**src/rtl/ifu_prefetch.sv**
```systemverilog
// Instruction prefetch stage: issues in-order fetches for pc_i and buffers {pc, inst} pairs
// for decode. On a jump the buffer is flushed and in-flight responses are counted off and dropped.
module ifu_prefetch #(
  parameter int unsigned DEPTH    = 4,
  parameter logic [31:0] INST_NOP = 32'h00000013
) (
  input  logic        clk,
  input  logic        rst,
  input  logic [31:0] pc_i,
  input  logic        jump_flag_i,
  output logic        hold_o,
  output logic        ibus_req_o,
  output logic [31:0] ibus_addr_o,
  input  logic        ibus_gnt_i,
  input  logic        ibus_rvalid_i,
  input  logic [31:0] ibus_rdata_i,
  output logic        inst_valid_o,
  output logic [31:0] inst_o,
  output logic [31:0] inst_addr_o,
  input  logic        inst_ready_i
);

  localparam int unsigned AW = $clog2(DEPTH);
  localparam int unsigned CW = AW + 1;
  // Drops can accumulate across back-to-back jumps, so give the counter headroom.
  localparam int unsigned DW = CW + 3;
  localparam logic [CW-1:0] DepthC = CW'(DEPTH);

  logic [AW-1:0] alloc_ptr_q, alloc_ptr_d;
  logic [AW-1:0] fill_ptr_q, fill_ptr_d;
  logic [AW-1:0] rd_ptr_q, rd_ptr_d;
  logic [CW-1:0] alloc_cnt_q, alloc_cnt_d;
  logic [CW-1:0] fill_cnt_q, fill_cnt_d;
  logic [DW-1:0] drop_cnt_q, drop_cnt_d;
  logic [31:0]   addr_q [DEPTH];
  logic [31:0]   data_q [DEPTH];

  logic [CW-1:0] unfilled;
  logic          issue, rsp_live, do_fill, do_pop;

  assign unfilled    = alloc_cnt_q - fill_cnt_q;
  assign ibus_req_o  = ~rst & ~jump_flag_i & (alloc_cnt_q < DepthC);
  assign ibus_addr_o = pc_i;
  assign issue       = ibus_req_o & ibus_gnt_i;
  assign hold_o      = rst | (~issue & ~jump_flag_i);

  // A response is only meaningful if something is outstanding (old or new stream).
  assign rsp_live = ibus_rvalid_i & ((drop_cnt_q != '0) | (unfilled != '0));
  assign do_fill  = rsp_live & (drop_cnt_q == '0);

  assign inst_valid_o = (fill_cnt_q != '0) & ~jump_flag_i;
  assign inst_o       = inst_valid_o ? data_q[rd_ptr_q] : INST_NOP;
  assign inst_addr_o  = inst_valid_o ? addr_q[rd_ptr_q] : 32'h0;
  assign do_pop       = inst_valid_o & inst_ready_i;

  always_comb begin
    alloc_ptr_d = alloc_ptr_q;
    fill_ptr_d  = fill_ptr_q;
    rd_ptr_d    = rd_ptr_q;
    alloc_cnt_d = alloc_cnt_q;
    fill_cnt_d  = fill_cnt_q;
    drop_cnt_d  = drop_cnt_q;
    if (jump_flag_i) begin
      fill_ptr_d  = alloc_ptr_q;
      rd_ptr_d    = alloc_ptr_q;
      alloc_cnt_d = '0;
      fill_cnt_d  = '0;
      drop_cnt_d  = drop_cnt_q + DW'(unfilled) - DW'(rsp_live);
    end else begin
      if (issue)   alloc_ptr_d = alloc_ptr_q + AW'(1);
      if (do_fill) fill_ptr_d  = fill_ptr_q + AW'(1);
      if (do_pop)  rd_ptr_d    = rd_ptr_q + AW'(1);
      alloc_cnt_d = alloc_cnt_q + CW'(issue) - CW'(do_pop);
      fill_cnt_d  = fill_cnt_q + CW'(do_fill) - CW'(do_pop);
      if (rsp_live && drop_cnt_q != '0) drop_cnt_d = drop_cnt_q - DW'(1);
    end
  end

  always_ff @(posedge clk or posedge rst) begin
    if (rst) begin
      alloc_ptr_q <= '0;
      fill_ptr_q  <= '0;
      rd_ptr_q    <= '0;
      alloc_cnt_q <= '0;
      fill_cnt_q  <= '0;
      drop_cnt_q  <= '0;
    end else begin
      alloc_ptr_q <= alloc_ptr_d;
      fill_ptr_q  <= fill_ptr_d;
      rd_ptr_q    <= rd_ptr_d;
      alloc_cnt_q <= alloc_cnt_d;
      fill_cnt_q  <= fill_cnt_d;
      drop_cnt_q  <= drop_cnt_d;
    end
  end

  // Slot payloads need no reset; validity is tracked by the counters.
  always_ff @(posedge clk) begin
    if (issue) addr_q[alloc_ptr_q] <= pc_i;
    if (do_fill && !jump_flag_i) data_q[fill_ptr_q] <= ibus_rdata_i;
  end

endmodule
```
**config.mk**
```make
export PLATFORM = sky130hd
export DESIGN_NAME = ifu_prefetch
export DESIGN_NICKNAME = d
export VERILOG_FILES = /design/src/rtl/ifu_prefetch.sv
export SDC_FILE = /design/constraint.sdc
export NUM_CORES = 1
export LEC_CHECK = 0
export CORE_ASPECT_RATIO = 0.9
export CORE_UTILIZATION = 54
export CTS_CLUSTER_SIZE = 40
export DETAILED_ROUTE_END_ITERATION = 8
export PLACE_DENSITY = 0.77
export SYNTH_ARGS = -nofsm -noshare
export SYNTH_HDL_FRONTEND = slang
export SYNTH_SLANG_ARGS = --single-unit
export TNS_END_PERCENT = 10
```
**constraint.sdc**
```tcl
create_clock -name clk -period 4.95 [get_ports clk]
set_input_delay 1.2375 -clock clk [delete_from_list [all_inputs] [get_ports clk]]
set_output_delay 1.2375 -clock clk [all_outputs]
set_load 0.01 [all_outputs]
```
Yosys cells after proc, flatten, opt, wreduce, memory -nomap -nowiden:

Memories as Yosys holds them, arrays and structs flattened.
Index checks and enable logic that the tools add are counted.

* flip-flop bits (word level): 18
* memory bits (writable): 256
* output and inout bits: 99
* word-level logic and storage cells: 58
* memories kept: 2

Memories
* addr_q: words 4, width 32, rd ports 1, clocked after Yosys merged registers in 0, write ports 1, RTL line 35 `logic [31:0] addr_q [DEPTH];`
* data_q: words 4, width 32, rd ports 1, clocked after Yosys merged registers in 0, write ports 1, RTL line 36 `logic [31:0] data_q [DEPTH];`

* $add $sub $neg: 11
* order comparisons: 1
* multiplexer cells: 14
* bitwise operators: 13
* reductions and logical operators: 11

Operators by type and width (number)
* $mux W32: 2
* $mux W6: 2
* $and A1 B1 Y1: 8
* $mux W2: 4
* $add A2 B1 Y2 const B: 3
* $add A3 B1 Y3: 2
* $add A6 B3 Y6: 1
* $logic_not A6 Y1: 1
* $mux W3: 2
* $reduce_bool A2 Y1: 3
* $reduce_bool A3 Y1: 2
* $reduce_bool A6 Y1: 1
* $sub A3 B1 Y3: 2
* $sub A6 B1 Y6: 1
* $sub A6 B1 Y6 const B: 1
* $mux W1: 4
* $lt A3 B3 Y1 const B: 1
* $not A1 Y1: 3
* $sub A3 B3 Y3: 1
* $logic_and A1 B1 Y1: 2
* $or A1 B1 Y1: 2
* $reduce_and A2 Y1: 1
* $logic_not A1 Y1: 1

Longest topological paths before layout:

Gate-level depths: netlist (run 1).

* depth in word-level cells: 8
* gate-level depth with buffers: 15

Least setup slack after synthesis (run 1):

OpenSTA, ideal clock, no wires.

* path kind: input -> register
* from: input ibus_rvalid_i
* to: memory data_q[0][0] (enable)
* library setup time: 468 ps
* data arrival time: 4629 ps
* path slack: -147 ps
* cell stages on the path: 5
* path buffers: 2
* path through: buf_4 > or4bb_1 > a311o_1 > buf_6 > nor3b_1

* cells in the longest elaborated chain, start to end: 5

RTL lines
* from (decl): RTL line 15 `input logic ibus_rvalid_i,`
* $and A1 B1 Y1: RTL line 48 `assign rsp_live = ibus_rvalid_i & ((drop_cnt_q != '0) | (unfilled != '0));`
* $and A1 B1 Y1: RTL line 49 `assign do_fill = rsp_live & (drop_cnt_q == '0);`
* $logic_and A1 B1 Y1: RTL line 100 `if (do_fill && !jump_flag_i) data_q[fill_ptr_q] <= ibus_rdata_i;`
* $mux W1: RTL line 100
* $mux W1 (implied by the code): RTL line 100
* to (decl): RTL line 36

Every way passes these cells.

Worst setup path in the final report (run 1):

* from: input jump_flag_i
* to: output inst_addr_o[14]

* cells in the longest elaborated chain, start to end: 3

RTL lines
* from (decl): RTL line 10 `input logic jump_flag_i,`
* $not A1 Y1 (no line)
* $and A1 B1 Y1: RTL line 51 `assign inst_valid_o = (fill_cnt_q != '0) & ~jump_flag_i;`
* $mux W32: RTL line 53 `assign inst_addr_o = inst_valid_o ? addr_q[rd_ptr_q] : 32'h0;`
* to (decl): RTL line 19 `output logic [31:0] inst_addr_o,`

Every way passes these cells.

==> impl_metrics.ini, run 1 <==
[logic_synthesis]
seq_area_frac_synth = 0.713
yosys_warnings = 0
synth.avg_cell_area_sq_um = 19.0
synth_xor_area_frac = 0.0121
ys.flop_type = edfxtp_1
synth_compound_gate_area_share = 0.0159
ys_types = 42
synth_top_family_by_area = multiplexers
muxShareOfSynthArea = 0.127
synth_cells = 602
synth-edff-count = 256
syn-cell-area_sq_um = 11400
synthesis.nets = 700
synth_fa_ha_area_frac = 0.0333
ys_seq_elements = 274
asyncSetResetFlopFracSynth = 0.0657
synth_simple_gate_area_frac = 0.0558

[timing]
fin_crit_ns = 4.25
relSlewSlack = 0.487
worst_pin_slew_ns = 0.769
fin_ws_ns = 0.704
hold_viol_final = 0
setup-tns-final_ns = 0
setup_viol = 0
fmax_mhz = 236
drv_slew = 0
finalCritPeriodShare = 0.858
fin_skew_ns = 0.0216
rsz0062_at_grt = no

[placement]
place.gp.congestion = 0.812
preCtsSetupSlack_ns = 0.714
hpwl_um = 13400
io_buffers = 168
dp_cells = 1017

[die]
die_y_um = 140
core_sq_um = 20800
rows = 50
die_w_um = 155
start_util = 0.549
die_area_sq_um = 21700
ios = 169

[power]
vdd_drop_max_v = 0.000323
p_per_area_nw_per_um2 = 488
power_leakage_nw = 4.87

[clocking]
cts_resized = 0
cts_hold_buf = 0
cts_root_buffer = clkbuf_16
insertion_delay_ns = 0.55
cts_max_level = 1
numClockSinks = 274
post_cts_buffers = 0
cts_tree = yes
clock_path_buffers = 3
clk_pin_slew_ns = 0.06
cts_buffers = 27

[global_routing]
grt_overflow_total = 0
grt_pass1_vias = 6250
grt.total_usage = 0.212
antenna_found_initial = 0
grt_pass1_wl_um = 34800
grt_max_degree = 41

[setup_path]
cp.arrival_ns = 3.01
cp_data_required_time_ns = 3.71
endpoint_kind = output port
crit_type = in -> out
startpoint_type = input pin
path_max_fanout = 40

[detailed_routing]
post_drt_wl_per_cell_um = 20.5
routed_via_density = 5.44
drt_pre_antenna_iters = 5
drtIter0Drc = 321
vias = 5803
drcViolationCount = 0
drt-total-wl_um = 21900
ant_nets = 0

[final_layout]
final_nets = 858
layout_common_cells = edfxtp_1, clkdlybuf4s50_1, mux4_2, and2_1, inv_1
fill_cells = 1325
area_growth_pct = 24.6
layoutNonFillerInstCount = 1067
layout_commonest_cell = edfxtp_1
antennaDiodeCount = 0
fin_util = 0.685
drive_gt1_frac = 0.175

[min_path]
min_path_type = reg -> reg

[job]
cap_violations = 0

[outcome]
status = finished clean
[worst max-delay path, stage by stage]
cell and delay, ns:
clkdlybuf4s50_1 0.51, nor2_4 0.15, buf_4 0.33, and2_1 0.20, clkdlybuf4s50_1 0.56
[worst paths after layout]
path / from / end / slack, ns / cells past startpoint
worst min register to register: alloc_ptr_q[1] / fill_ptr_q[1] / 0.62 / 2
max in group asynchronous: rst / rd_ptr_q[0] / 3.62 / 3
worst min-delay path: alloc_ptr_q[1] / fill_ptr_q[1] / 0.62 / 2
worst max register to register: alloc_cnt_q[0] / drop_cnt_q[4] / 1.65 / 15
worst max-delay path: jump_flag_i / inst_addr_o[14] / 0.70 / 5
min in group asynchronous: rst / alloc_cnt_q[0] / 1.10 / 3
[area by class of cell]
cell class	count	area (sq um)	share of cell area
repair buffers	187	1840	0.129
clock inverters	21	267	0.0187
well taps	286	358	0.0252
flip-flops and latches	274	8140	0.573
clock buffers	29	683	0.0480
inverters	31	116	0.00818
multi-input cells	239	2820	0.198
[flip-flops by register name, summed over array words and instances, names as in the netlist]
register     flops
addr_q         128
alloc_cnt_q      3
alloc_ptr_q      2
data_q         128
drop_cnt_q       6
fill_cnt_q       3
fill_ptr_q       2
rd_ptr_q         2
[logic make-up (layout without fill, tap and decap cells)]
family                     after synthesis  in the layout
DFF                                    274            274
and+or+nand+nor                        104            104
buffers and inverters                   89            268
muxes                                   65             65
adders and majority gates               28             28
AOI/OAI and AO/OA                       28             28
xor gates and xnor gates                14             14
[where the power goes]
part	leakage (nW)	internal [mW]	total (mW)	switching (mW)
Sequential	2.53	2.66	2.83	0.164
Combinational	1.88	1.08	1.97	0.888
Clock	0.466	1.28	2.15	0.873
[metrics by stage]
step,area [sq um],power [mW],hold WS [ns]
CTS,14200,7.02,0.630
global placement,13300,4.78,0.574
global route,14200,7.28,0.644
floorplan,11400,4.16,0.529
finish,14200,6.94,0.623
detailed placement,13300,4.85,0.620
[synth_stat cells (2+ instances only)]
master,count,share of area
buf_2,5,0.0022
buf_6,2,0.0020
a311o_1,2,0.0018
nand2_1,6,0.0020
clkbuf_1,17,0.0056
buf_4,34,0.022
o21ai_0,10,0.0044
edfxtp_1,256,0.67
mux4_2,64,0.13
nand2b_1,2,0.0011
nand3_1,3,0.0013
or3_1,3,0.0016
and2_1,61,0.033
a211oi_1,3,0.0020
a21oi_1,6,0.0026
ha_1,24,0.026
fa_1,4,0.0070
inv_1,31,0.010
nor2_1,6,0.0020
nor3_1,3,0.0013
xnor2_1,12,0.0092
and3_1,5,0.0027
dfrtp_1,18,0.039
nor2b_1,4,0.0022
nor3b_1,4,0.0026
[metal layers]
layer,part of all wire,global-route usage,vias to the layer above
li1,-,-,2617
met1,0.41,0.286,2985
met2,0.51,0.363,173
met3,0.053,0.0362,28
met4,0.018,0.0490,0
met5,0,0,-
Power figures use the tool's default switching activity.
==> run 2, diff against run 1 <==
==> constraint.sdc (replaced) <==
create_clock -name clk -period 4.95 [get_ports clk]
set_input_delay 0.7425 -clock clk [delete_from_list [all_inputs] [get_ports clk]]
set_output_delay 0.7425 -clock clk [all_outputs]
set_load 0.01 [all_outputs]
==> impl_metrics.ini, run 2 (synthesis gave the netlist of run 1 again) <==
[outcome]
status = finished clean

[global_routing]
grt_max_degree = 35
grtUsageMet2 = 0.361
grt_overflow_total = 0
grt_pass1_vias = 6402
grt_pass1_wl_um = 34800
grt.met1_usage = 0.289
grtUsageMet3 = 0.0322
antenna_found_initial = 1
grt.total_usage = 0.211
grt.busiest_layer = met2

[timing]
fin_crit_ns = 3.79
whs_ns = 0.585
rsz0062_at_grt = no
fmax_mhz = 264
setup-tns-final_ns = 0
drv_slew = 0
fin_skew_ns = 0.0148
finalCritPeriodShare = 0.765
fin_ws_ns = 1.16
worst_pin_slew_ns = 0.941
setup_viol = 0
hold_viol_final = 0
relSlewSlack = 0.373

[final_layout]
top_regs = addr_q x128, data_q x128, drop_cnt_q x6
final_area_sq_um = 14100
antennaDiodeCount = 0
layoutNonFillerInstCount = 1061
fill_cells = 1381
final_nets = 853
area_growth_pct = 23.2
drive_gt1_frac = 0.157
layout_common_cells = edfxtp_1, clkdlybuf4s50_1, mux4_2, and2_1, inv_1
fin_util = 0.677
layout_commonest_cell = edfxtp_1

[die]
die_w_um = 155
die_area_sq_um = 21700
die_y_um = 140
ios = 169
start_util = 0.549
rows = 50
core_sq_um = 20800

[clocking]
cts_buffers = 28
cts_hold_buf = 0
clk_pin_slew_ns = 0.06
cts_tree = yes
numClockSinks = 274
post_cts_buffers = 0
cts_root_buffer = clkbuf_16
cts_max_level = 1
insertion_delay_ns = 0.53
cts_resized = 0
clock_path_buffers = 3

[setup_path]
worstReg2RegStart = alloc_cnt_q[0]
startpoint_type = register
r2r_slack_ns = 1.70
cp_data_required_time_ns = 4.21
crit_type = reg -> out
cp.arrival_ns = 3.04
endpoint_kind = output port
r2r_end = drop_cnt_q[4]
path_max_fanout = 34
r2r_cells = 15

[power]
seq_power_share = 0.427
p_int_mw = 4.80
swShare = 0.282
power_leakage_nw = 4.78
p_total_mw = 6.69
combPwrFrac = 0.293
vdd_drop_max_v = 0.000297
power_switching_mw = 1.89
p_per_area_nw_per_um2 = 476
pwr-share-clk = 0.280

[detailed_routing]
vias = 5868
ant_nets = 0
drcViolationCount = 0
drtIter0Drc = 317
post_drt_wl_per_cell_um = 21.0
routed_via_density = 5.53
drt-total-wl_um = 22200
drt_pre_antenna_iters = 4

[min_path]
min_to = drop_cnt_q[4]
holdPathStages = 2
min_path_type = reg -> reg
hp-start = drop_cnt_q[4]

[placement]
place.gp.congestion = 0.789
hpwl_um = 13600
dp_cells = 1011
placed_cell_area_sq_um = 13200
io_buffers = 168
preCtsSetupSlack_ns = 1.16

[job]
cap_violations = 0
run 2: changes by cell type in the layout (fill, tap and decap cells not counted), sizes merged:
cell	before	now
inv	33	32
buf	19	13
clkinvlp	2	1
clkbuf	29	35
clkinv	12	13
bufinv	5	0
run 2: final cells by class:
class | count | area (sq um) | area share
Clock buffer | 35 | 748 | 0.0532
Tap cell | 286 | 358 | 0.0255
Inverter | 31 | 116 | 0.00828
Sequential cell | 274 | 8140 | 0.579
Timing Repair Buffer | 181 | 1800 | 0.128
Multi-Input combinational cell | 239 | 2820 | 0.200
Clock inverter | 15 | 72.6 | 0.00516
run 2: worst max-delay path: stages (launching register included):
cell and delay [ns]:
dfrtp_4 0.87, buf_12 0.36, mux4_2 0.59, and2_1 0.19, clkdlybuf4s50_1 0.48
run 2: routing by layer:
layer	vias up	routed length (um)
li1	2612	-
met5	-	0
met3	36	1190
met4	0	392
met2	189	11500
met1	3031	9170
run 2: worst max path at each step:
stage / from / depth (start not counted) / slack [ns] / endpoint
global placement: jump_flag_i / 5 / 1.25 / inst_o[15]
finish: rd_ptr_q[0] / 4 / 1.16 / inst_addr_o[2]
global route: rd_ptr_q[0] / 4 / 0.98 / inst_addr_o[0]
CTS: rd_ptr_q[0] / 4 / 1.08 / inst_addr_o[2]
floorplan: ibus_rvalid_i / 5 / 0.35 / data_q[0][0]
detailed placement: jump_flag_i / 5 / 1.16 / inst_o[20]
run 2: power by group through the flow:
stage | Sequential [mW] | Combinational [mW] | Clock [mW]
after global routing | 2.88 | 2.13 | 2.00
after global placement | 2.90 | 1.88 | 0
after detailed placement | 2.91 | 1.95 | 0
final | 2.86 | 1.96 | 1.87
after CTS | 2.86 | 1.98 | 1.91
after floorplan | 2.76 | 1.40 | 0
==> run 3, diff against run 2 <==
==> constraint.sdc (replaced) <==
create_clock -name clk -period 3.8 [get_ports clk]
set_input_delay 0.57 -clock clk [delete_from_list [all_inputs] [get_ports clk]]
set_output_delay 0.57 -clock clk [all_outputs]
set_load 0.01 [all_outputs]
==> impl_metrics.ini, run 3 (synthesis gave the netlist of run 1 again) <==
[outcome]
status = finished clean

[setup_path]
r2r_cells = 14
crit_type = reg -> out
path_max_fanout = 32
r2r_end = drop_cnt_q[4]
startpoint_type = register
endpoint_kind = output port
r2r_slack_ns = 0.58
cp.arrival_ns = 2.88
cp_data_required_time_ns = 3.23
cp-startpoint = rd_ptr_q[0]
worstReg2RegStart = fill_cnt_q[0]

[global_routing]
grt_pass1_vias = 6464
grtUsageMet2 = 0.367
grtUsageMet3 = 0.0368
grt.busiest_layer = met2
grt.total_usage = 0.210
grt_max_degree = 48
grt_pass1_wl_um = 34800
grt_overflow_total = 0
grt.met1_usage = 0.275
antenna_found_initial = 0

[die]
core_sq_um = 20800
die_w_um = 155
ios = 169
start_util = 0.549
die_y_um = 140
die_area_sq_um = 21700
rows = 50

[placement]
place.gp.congestion = 0.860
io_buffers = 168
hpwl_um = 13600
placed_cell_area_sq_um = 13300

[timing]
finalCritPeriodShare = 0.907
fin_crit_ns = 3.45
fin_skew_ns = 0.0212
relSlewSlack = 0.489
drv_slew = 0
setup_viol = 0
fmax_mhz = 290
hold_viol_final = 0
rsz0062_at_grt = no
worst_pin_slew_ns = 0.765

[detailed_routing]
vias = 5859
ant_nets = 0
drt_pre_antenna_iters = 4
drcViolationCount = 0
post_drt_wl_per_cell_um = 20.4
drt-total-wl_um = 21600
drtIter0Drc = 351
routed_via_density = 5.51

[job]
cap_violations = 0

[final_layout]
antennaDiodeCount = 0
drive_gt1_frac = 0.156
layout_common_cells = edfxtp_1, clkdlybuf4s50_1, mux4_2, and2_1, inv_1
area_growth_pct = 23.1
seq_area_sq_um = 8140
fin_util = 0.676
fill_cells = 1352
final_nets = 856
top_regs = addr_q x128, data_q x128, drop_cnt_q x6
multi_input_area_sq_um = 2820
layout_commonest_cell = edfxtp_1
final_area_sq_um = 14000

[power]
power_leakage_nw = 4.77
p_per_area_nw_per_um2 = 610
vdd_drop_max_v = 0.000406

[clocking]
cts_resized = 0
cts_root_buffer = clkbuf_16
numClockSinks = 274
cts_max_level = 1
clk_pin_slew_ns = 0.06
cts_buffers = 26
clock_path_buffers = 3
cts_hold_buf = 0
cts_tree = yes
insertion_delay_ns = 0.53
post_cts_buffers = 0

[min_path]
min_path_type = in -> async
-- run 3: routing by layer --
metal	vias to the layer above	share of wire
li1	2613	-
met1	3025	0.42
met2	182	0.52
met3	39	0.047
met4	0	0.022
met5	-	0
-- run 3: worst max-delay path by stage --
stage / end / slack [ns] / depth (start not counted)
2_1_floorplan: data_q[0][0] / -0.73 / 6
3_3_place_gp: fill_cnt_q[2] / 0.46 / 10
3_5_place_dp: fill_cnt_q[2] / 0.40 / 10
4_1_cts: inst_o[18] / 0.28 / 4
5_1_grt: inst_o[24] / 0.17 / 4
6_report: inst_o[18] / 0.35 / 4
-- run 3: worst max-delay path: stages (launching register included) --
cell and delay (ns):
dfrtp_4 0.84, buf_4 0.33, mux4_2 0.52, and2_1 0.18
clkdlybuf4s50_1 0.47
-- run 3: stage by stage --
stage	TNS (ns)	total power, mW	worst slack [ns]	cells	hold WS [ns]
CTS	0	8.66	0.278	1063	0.569
global placement	0	6.25	0.458	1016	0.574
floorplan	-93.83	5.41	-0.733	602	0.517
finish	0	8.56	0.354	1063	0.562
detailed placement	0	6.33	0.399	1016	0.592
global route	0	9.03	0.173	1063	0.617
-- run 3: cell type report --
type,count,area share
clock buffer,38,0.0510
tap,286,0.0255
multi-input combinational,239,0.201
timing repair buffer,186,0.131
clock inverter,9,0.00348
sequential,274,0.580
inverter,31,0.00829
-- run 3: power by group --
| part | total, mW | switching (mW) | internal [mW] |
|---|---|---|---|
| logic | 2.55 | 1.14 | 1.41 |
| clock network | 2.32 | 1.02 | 1.30 |
| registers | 3.69 | 0.227 | 3.47 |
| total | 8.56 | 2.38 | 6.18 |
